===== config.mk =====
export PLATFORM = sky130hd
export DESIGN_NAME = sr_frame_scanner
export DESIGN_NICKNAME = d
export VERILOG_FILES = /design/src/rtl/sr_frame_scanner.sv
export SDC_FILE = /design/constraint.sdc
export NUM_CORES = 1
export LEC_CHECK = 0
export CORE_MARGIN = 2
export CORE_UTILIZATION = 55
export CTS_CLUSTER_SIZE = 12
export DETAILED_ROUTE_END_ITERATION = 7
export DONT_BUFFER_PORTS = 1
export PLACE_DENSITY = 0.7
export REMOVE_ABC_BUFFERS = 1
export SLEW_MARGIN = 0
export SYNTH_ARGS = -nofsm -noshare
export SYNTH_HDL_FRONTEND = slang
export SYNTH_SLANG_ARGS = --single-unit

===== constraint.sdc =====
create_clock -name clk -period 2.8 [get_ports clk]
set_clock_uncertainty 0.1 [all_clocks]
set_input_delay 0 -clock clk [delete_from_list [all_inputs] [get_ports clk]]
set_output_delay 0 -clock clk [all_outputs]
set_load 0.05 [all_outputs]

===== src/rtl/sr_frame_scanner.sv =====
// ---------------------------------------------------------------------------
// sr_frame_scanner
//
// Purpose:
//   Scans an animation stored in a combinational ROM onto a row-multiplexed
//   display. For each row it fetches one column byte from the ROM and hands it
//   to a shift-register serializer. It waits for the serializer to report the
//   byte latched, lights the row for a fixed dwell time, then moves to the
//   next row. Each frame is scanned REPEATS times before the next frame.
//   After the last frame the scanner wraps back to frame 0.
//
// Parameters:
//   FRAME_COUNT  - number of frames held in the ROM
//   ROWS         - rows (ROM bytes) per frame
//   DWELL_CYCLES - clock cycles each row stays lit
//   REPEATS      - full scans of a frame before advancing to the next frame
//   TIMEOUT      - sampled SHIFT cycles allowed before declaring a stuck
//                  serializer
//
// Ports:
//   clk        - single clock, all logic on the rising edge
//   reset      - synchronous active-high reset, overrides everything
//   enable     - level; high keeps scanning, low stops after the current row
//   rom_addr   - ROM byte address (frame base + row)
//   rom_data   - ROM byte at rom_addr, valid in the same cycle
//   ld_data    - column byte presented to the serializer
//   ld_reset   - active-high clear/restart for the serializer
//   ld_finish  - serializer reports that the byte has been shifted and latched
//   row_sel    - one-hot row drive, all-zero while blanked
//   row_oe     - high only while a row is lit
//   frame_idx  - current frame number
//   frame_wrap - one-cycle pulse when frame_idx returns to 0
//   error      - sticky serializer-timeout flag, cleared only by reset
// ---------------------------------------------------------------------------
module sr_frame_scanner #(
  parameter int FRAME_COUNT  = 77,
  parameter int ROWS         = 8,
  parameter int DWELL_CYCLES = 1000,
  parameter int REPEATS      = 50,
  parameter int TIMEOUT      = 64
) (
  input  logic            clk,
  input  logic            reset,
  input  logic            enable,
  output logic [15:0]     rom_addr,
  input  logic [7:0]      rom_data,
  output logic [7:0]      ld_data,
  output logic            ld_reset,
  input  logic            ld_finish,
  output logic [ROWS-1:0] row_sel,
  output logic            row_oe,
  output logic [15:0]     frame_idx,
  output logic            frame_wrap,
  output logic            error
);

  localparam int ROW_W   = (ROWS > 1) ? $clog2(ROWS) : 1;
  localparam int REP_W   = (REPEATS > 1) ? $clog2(REPEATS) : 1;
  localparam int CNT_MAX = (TIMEOUT > DWELL_CYCLES) ? TIMEOUT : DWELL_CYCLES;
  localparam int CNT_W   = $clog2(CNT_MAX + 1);

  typedef enum logic [2:0] {
    IDLE,
    FETCH,
    CLEAR,
    SHIFT,
    DWELL,
    ADVANCE
  } state_t;

  state_t            r_state;
  state_t            w_nextState;
  logic [ROW_W-1:0]  r_row;
  logic [REP_W-1:0]  r_repeat;
  logic [15:0]       r_frameIdx;
  logic [15:0]       r_base;
  logic [7:0]        r_ldData;
  logic [CNT_W-1:0]  r_cnt;
  logic              r_frameWrap;
  logic              r_error;
  logic              w_shiftDone;
  logic              w_shiftTimeout;
  logic              w_dwellDone;
  logic [ROWS-1:0]   w_rowOneHot;

  // The frame base is kept as a running sum of ROWS, so the ROM address is
  // just base + row with no multiplier in the path.
  assign rom_addr    = r_base + 16'(r_row);
  assign ld_data     = r_ldData;
  assign frame_idx   = r_frameIdx;
  assign frame_wrap  = r_frameWrap;
  assign error       = r_error;
  assign w_rowOneHot = ROWS'(1) << r_row;

  // The serializer may still show a stale finish from the previous byte in the
  // first SHIFT cycle, so ld_finish only counts once r_cnt has moved off zero.
  // The timeout therefore fires after TIMEOUT sampled cycles.
  assign w_shiftDone    = (r_cnt != '0) && ld_finish;
  assign w_shiftTimeout = !w_shiftDone && (r_cnt == CNT_W'(TIMEOUT));
  assign w_dwellDone    = (r_cnt == CNT_W'(DWELL_CYCLES - 1));

  // State register.
  always_ff @(posedge clk) begin
    if (reset) begin
      r_state <= IDLE;
    end else begin
      r_state <= w_nextState;
    end
  end

  // Next-state and Moore outputs. ld_reset is held high everywhere except
  // SHIFT and DWELL, and row_oe is high only in DWELL, so the two can never
  // be asserted together. enable is only looked at in IDLE and ADVANCE,
  // which lets a row that has started always run to completion.
  always_comb begin
    w_nextState = r_state;
    ld_reset    = 1'b1;
    row_oe      = 1'b0;
    row_sel     = '0;
    case (r_state)
      IDLE: begin
        if (enable && !r_error) begin
          w_nextState = FETCH;
        end
      end
      FETCH: begin
        w_nextState = CLEAR;
      end
      CLEAR: begin
        w_nextState = SHIFT;
      end
      SHIFT: begin
        ld_reset = 1'b0;
        if (w_shiftDone) begin
          w_nextState = DWELL;
        end else if (w_shiftTimeout) begin
          w_nextState = IDLE;
        end
      end
      DWELL: begin
        ld_reset = 1'b0;
        row_oe   = 1'b1;
        row_sel  = w_rowOneHot;
        if (w_dwellDone) begin
          w_nextState = ADVANCE;
        end
      end
      ADVANCE: begin
        w_nextState = enable ? FETCH : IDLE;
      end
      default: begin
        w_nextState = IDLE;
      end
    endcase
  end

  // Datapath: column byte capture, shared SHIFT/DWELL cycle counter,
  // row/repeat/frame bookkeeping and the sticky error flag.
  always_ff @(posedge clk) begin
    if (reset) begin
      r_row       <= '0;
      r_repeat    <= '0;
      r_frameIdx  <= '0;
      r_base      <= '0;
      r_ldData    <= '0;
      r_cnt       <= '0;
      r_frameWrap <= 1'b0;
      r_error     <= 1'b0;
    end else begin
      r_frameWrap <= 1'b0;
      case (r_state)
        FETCH: begin
          r_ldData <= rom_data;
        end
        CLEAR: begin
          r_cnt <= '0;
        end
        SHIFT: begin
          if (w_shiftDone) begin
            r_cnt <= '0;
          end else if (w_shiftTimeout) begin
            r_error <= 1'b1;
          end else begin
            r_cnt <= r_cnt + 1'b1;
          end
        end
        DWELL: begin
          r_cnt <= r_cnt + 1'b1;
        end
        ADVANCE: begin
          if (r_row == ROW_W'(ROWS - 1)) begin
            r_row <= '0;
            if (r_repeat == REP_W'(REPEATS - 1)) begin
              r_repeat <= '0;
              if (r_frameIdx == 16'(FRAME_COUNT - 1)) begin
                r_frameIdx  <= '0;
                r_base      <= '0;
                r_frameWrap <= 1'b1;
              end else begin
                r_frameIdx <= r_frameIdx + 16'd1;
                r_base     <= r_base + 16'(ROWS);
              end
            end else begin
              r_repeat <= r_repeat + 1'b1;
            end
          end else begin
            r_row <= r_row + 1'b1;
          end
        end
        default: begin
        end
      endcase
    end
  end

endmodule


==> flow_metrics.tcl, run 1 <==
set metrics [dict create \
    routabilityCongestion 0.8802 \
    holdPathEnd "r_cnt[9]" \
    cts_tree "done" \
    rr_startpoint "r_row[0]" \
    die_height_um 81.60 \
    synth.distinct_cells 55 \
    yosysSeqAreaShare_pct 36.87 \
    areaGrowthSynthToFinish_pct 13.64 \
    start_kind "flip-flop" \
    finalSetupViolations 0 \
    timing.hold.ws_ns 0.1200 \
    reg2reg_slack_ns 0.18 \
    grt_pass1_wl_um 12240 \
    viasPerCell 5.911 \
    multiInputGateArea_um2 1854 \
    p_leak_nw 1.363 \
    min_path_cells 3 \
    synth_flop_cell "dfxtp_1" \
    drt-initial-drc-count 113 \
    end_kind "flip-flop" \
    die_area_um2 6659 \
    post-synth-top-area-fraction_pct 36.87 \
    layout_commonest_cell "dfxtp_1" \
    numClockSinks 61 \
    ys_warn_count 0 \
    syn_inst 392 \
    synth.area.top_cells "dfxtp_1 (37%), ha_1 (4.9%), a21oi_1 (4.4%)" \
    drv_slew 0 \
    rsz0062_at_grt "no" \
    fin_ws_ns 0.1758 \
    cts_resized 0 \
    num_vias 2861 \
    nFillCells 519 \
    antenna_found_initial 0 \
    avgRoutedWirePerCell_um 15.50 \
    fp-row-count 28 \
    drtPass1Iterations 4 \
    grt_overflow 0 \
    boundaryPins 64 \
    layout-drive-gt1-share_pct 12.47 \
    final_cell_mix "dfxtp_1 (61), nor2_1 (32), a21oi_1 (29), buf_4 (28), nand2_1 (18)" \
    clk_latency_ns 0.33 \
    vdd_drop_max_v 0.0003714 \
    ctsLongestPathBuffers 2 \
    reg2regPathDepth 9 \
    clk_pin_slew_ns 0.07 \
    cts_buffers 9 \
    root_buffer "clkbuf_8" \
    grt_usage_pct 23.71 \
    place_area_um2 3443 \
    syn_area_um2 3312 \
    path_class "flip-flop to flip-flop" \
    power_density_nw_per_um2 473.5 \
    die_width_um 81.60 \
    relSlewSlack_pct 51.50 \
    r2r-end "r_base[4]" \
    worstHoldStart "ld_finish" \
    first_global_vias 2716 \
    seq_area_um2 1221 \
    hold_class "input pin to flip-flop" \
    drv_cap 0 \
    drc 0 \
    post-dp-hpwl_um 5084 \
    port_buffers 0 \
    final_hold_viol_count 0 \
    synthArstFlopShare_pct 0 \
    synth.avg_cell_area_um2 8.449 \
    finalSetupTns_ns 0 \
    postRouteAntennaNets 0 \
    period_needed_ns 2.624 \
    worstPathArrival_ns 2.80 \
    ys_seq_elements 61 \
    drt-total-wl_um 7502 \
    synth-edff-count 0 \
    nets 431 \
    finalCritPeriodShare_pct 93.72 \
    required_ns 2.98 \
    max_clock_freq_ghz 0.3811 \
    initial_utilization_pct 56.27 \
    dp_slack_ns 0.4642 \
    synth_top_area_cell "dfxtp_1" \
    outcome "completed" \
    grt_max_degree 40 \
    tightest_slew_ns 0.7199 \
    cts_setup_buffers 0 \
    core-area_um2 5886 \
    n_antenna_cell 0 \
    critical_path.max_fanout 9 \
    cts_max_level 3 \
    final_area_um2 3764 \
]
[timing repair]
action                     CTS  global route
setup endpoints to repair    0             0
hold buffers                13             0
hold endpoints to repair    41             0
[flip-flops by register name, summed over array words and instances, names as in the netlist]
register / count
r_cnt: 10
ld_data: 8
frame_idx: 16
r_state: 3
r_row: 3
error: 1
frame_wrap: 1
r_base: 13
r_repeat: 6
[layout make-up]
type	count	area share, %
Clock inverter	2	0.9309
Sequential cell	61	32.45
Clock buffer	12	3.856
Inverter	17	1.695
Tap cell	75	2.493
Timing Repair Buffer	41	9.309
Multi-Input combinational cell	276	49.27
[kinds of logic (layout without fill, tap and decap cells)]
family	after synthesis	after routing	share of synthesized area (%)
AND/OR/NAND/NOR	155	155	27.62
AO/OA/AOI/OAI	80	80	15.60
XOR/XNOR	17	17	4.496
flip-flops	61	61	36.87
buffers and inverters	55	72	7.140
adder cells (fa/ha/maj)	13	13	4.911
multiplexers	11	11	3.362
[synthesized netlist by cell type (3+ instances only)]
cell and number:
nand2_1 18, o211ai_1 4, dfxtp_1 61, xor2_1 9
nor3_1 10, xnor2_1 8, o32ai_1 4, inv_1 16
buf_4 3, nand2b_1 3, o31ai_1 10, or4_1 7
nor3b_1 3, clkbuf_1 23, nand3_1 17, a2111oi_1 3
o21ai_0 15, ha_1 13, mux2i_1 10, o2111ai_1 3
nor2b_1 3, buf_2 9, nand4_1 13, a21oi_1 29
nor2_1 32, and3_1 12, or3_1 11, and4_1 3
and2_1 5
[where the power goes]
part	internal (mW)	switching (mW)	total, mW	leakage (nW)
Clock	0.425	0.321	0.745	0.0923
Combinational	0.0449	0.0575	0.102	0.778
Sequential	0.882	0.0524	0.934	0.493
Total	1.35	0.430	1.78	1.36
[worst max path at each step]
stage | startpoint | end | slack (ns) | cells past startpoint
final | r_row[0] | r_base[4] | 0.18 | 9
after global routing | r_row[1] | r_base[4] | 0.03 | 8
after CTS | r_row[0] | r_base[4] | 0.20 | 9
after detailed placement | r_row[0] | r_base[9] | 0.46 | 6
after global placement | r_row[0] | r_base[9] | 0.53 | 6
after floorplan | r_row[0] | frame_idx[0] | -0.76 | 6
[worst max-delay path, cell delays in order, from the launching register on]
cell           delay, ns
dfxtp_1             0.33
ha_1                0.18
ha_1                0.19
and4b_1             0.31
buf_4               0.20
and3_1              0.28
buf_4               0.20
nand3_1             0.09
a21oi_1             0.16
dlygate4sd3_1       0.55
[stage by stage]
stage	util [%]	power, mW	cells
after floorplan	-	1.008	354
after global placement	58.50	1.028	457
after detailed placement	58.50	1.029	457
after CTS	63.95	1.803	484
after global routing	63.95	1.851	484
final	63.95	1.782	484
[layer usage]
layer  up-vias  GRT usage (%)  share of wire [%]  wire (um)
met5         -              0                  0          0
met4         0          10.33               0.81         61
met3         6          5.495                3.8        288
met2        57          38.28                 48       3601
met1      1362          30.32                 47       3550
li1       1436              -                  -          -
Note: power is estimated with default switching activity, not from simulation.
==> run 2: changes to the inputs <==
--- a/config.mk
+++ b/config.mk
@@ -6,11 +6,10 @@
 export NUM_CORES = 1
 export LEC_CHECK = 0
 export CORE_MARGIN = 2
-export CORE_UTILIZATION = 55
+export CORE_UTILIZATION = 50
 export CTS_CLUSTER_SIZE = 12
 export DETAILED_ROUTE_END_ITERATION = 7
 export DONT_BUFFER_PORTS = 1
-export PLACE_DENSITY = 0.7
 export REMOVE_ABC_BUFFERS = 1
 export SLEW_MARGIN = 0
 export SYNTH_ARGS = -nofsm -noshare
==> flow_metrics.tcl, run 2 (synthesized netlist as in run 1, its figures left out) <==
set metrics [dict create \
    outcome "completed" \
    drv_slew 0 \
    final_cell_mix "dfxtp_1 (61), nor2_1 (32), a21oi_1 (29), buf_4 (25), nand2_1 (18)" \
    dp_slack_ns 0.4143 \
    largest_reg_flops 16 \
    cp_common_cell "ha_1" \
    multiInputGateArea_um2 1854 \
    grt_max_degree 40 \
    ctsLongestPathBuffers 2 \
    die_area_um2 7291 \
    post-dp-hpwl_um 5109 \
    crit_family "simple AND/OR/NAND/NOR gates" \
    period_needed_ns 2.377 \
    finalSetupTns_ns 0 \
    drv_cap 0 \
    viasPerCell 5.874 \
    path_class "flip-flop to flip-flop" \
    timing.hold.ws_ns 0.02736 \
    fp-row-count 29 \
    crit_chain "ha_1 -> ha_1 -> and4b_1 -> buf_4 -> nand4_1 -> or4_1 -> a21oi_1" \
    grt_overflow 0 \
    areaGrowthSynthToFinish_pct 13.64 \
    core-area_um2 6386 \
    antenna_found_initial 0 \
    vdd_drop_max_v 0.0004240 \
    root_buffer "clkbuf_8" \
    critical_path.max_fanout 12 \
    cts_max_level 3 \
    drtPass1Iterations 4 \
    stdcell_count 485 \
    max_clock_freq_ghz 0.4208 \
    power_density_nw_per_um2 485.8 \
    port_buffers 0 \
    required_ns 2.98 \
    numClockSinks 61 \
    drt-initial-drc-count 141 \
    initial_utilization_pct 51.86 \
    critPathMaxStageDelay_ns 0.58 \
    layout_commonest_cell "dfxtp_1" \
    n_antenna_cell 0 \
    crit_slowest_cell "or4_1" \
    tightest_slew_ns 0.7051 \
    hold_class "input pin to flip-flop" \
    grt_pass1_wl_um 12820 \
    rsz0062_at_grt "no" \
    start_kind "flip-flop" \
    cts_buffers 9 \
    clk_pin_slew_ns 0.07 \
    dp_cells 456 \
    end_kind "flip-flop" \
    cts_setup_buffers 0 \
    die_height_um 85.39 \
    finalCritPeriodShare_pct 84.88 \
    cp.buffers_inverters 1 \
    final_hold_viol_count 0 \
    worstPathArrival_ns 2.55 \
    cts_tree "done" \
    routabilityCongestion 0.8067 \
    first_global_vias 2698 \
    nFillCells 612 \
    relSlewSlack_pct 52.49 \
    seq_area_um2 1221 \
    die_width_um 85.39 \
    layout-drive-gt1-share_pct 12.75 \
    boundaryPins 64 \
    drc 0 \
    p_leak_nw 1.353 \
    avgRoutedWirePerCell_um 15.56 \
    finalSetupViolations 0 \
    postRouteAntennaNets 0 \
    drt-total-wl_um 7546 \
    num_vias 2849 \
    grt_usage_pct 21.87 \
    cts_resized 0 \
    fin_util_pct 58.93 \
    nets 428 \
    clk_latency_ns 0.34 \
    fin_ws_ns 0.4234 \
]
## run 2: final cells by class
class                           instances  area share, %
Multi-Input combinational cell        276          49.27
Clock buffer                           10          3.657
Timing Repair Buffer                   38          8.710
Sequential cell                        61          32.45
Tap cell                               77          2.560
Inverter                               17          1.695
Clock inverter                          6          1.662
## run 2: through the flow
step	area (um^2)	power, mW
2_1_floorplan	3139	1.008
3_3_place_gp	3423	1.031
6_report	3764	1.828
5_1_grt	3764	1.903
4_1_cts	3764	1.857
3_5_place_dp	3423	1.033
## run 2: layer usage
layer / share of wire [%] / vias up / global-route usage [%]
met5: 0 / - / 0
met3: 5.9 / 8 / 6.712
met2: 49 / 66 / 36.58
met1: 44 / 1341 / 26.35
met4: 1.2 / 0 / 8.225
li1: - / 1434 / -
## run 2: path summary, 6_finish.rpt
kind	startpoint	end	slack (ns)	cells after the start
setup / recovery	r_row[1]	frame_idx[15]	0.42	7
hold / removal	enable	r_state[1]	0.03	3
setup reg to reg	r_row[1]	frame_idx[15]	0.42	7
hold reg to reg	r_cnt[1]	r_cnt[1]	0.42	2
## run 2: power breakdown
group / switching (mW) / internal [mW] / total, mW
sequential: 0.0495 / 0.881 / 0.931
clock: 0.357 / 0.431 / 0.788
combinational: 0.0618 / 0.0478 / 0.110
total: 0.468 / 1.36 / 1.83
## run 2: worst min-delay path, delay by kind of cell
kind	cells	cell delay (ns)
simple gates	1	0.20
compound gates	2	0.23
## run 2: timing repair
action,in CTS,in global routing
hold endpoints to repair,41,0
hold buffers,13,0
endpoints found under the setup margin,0,0
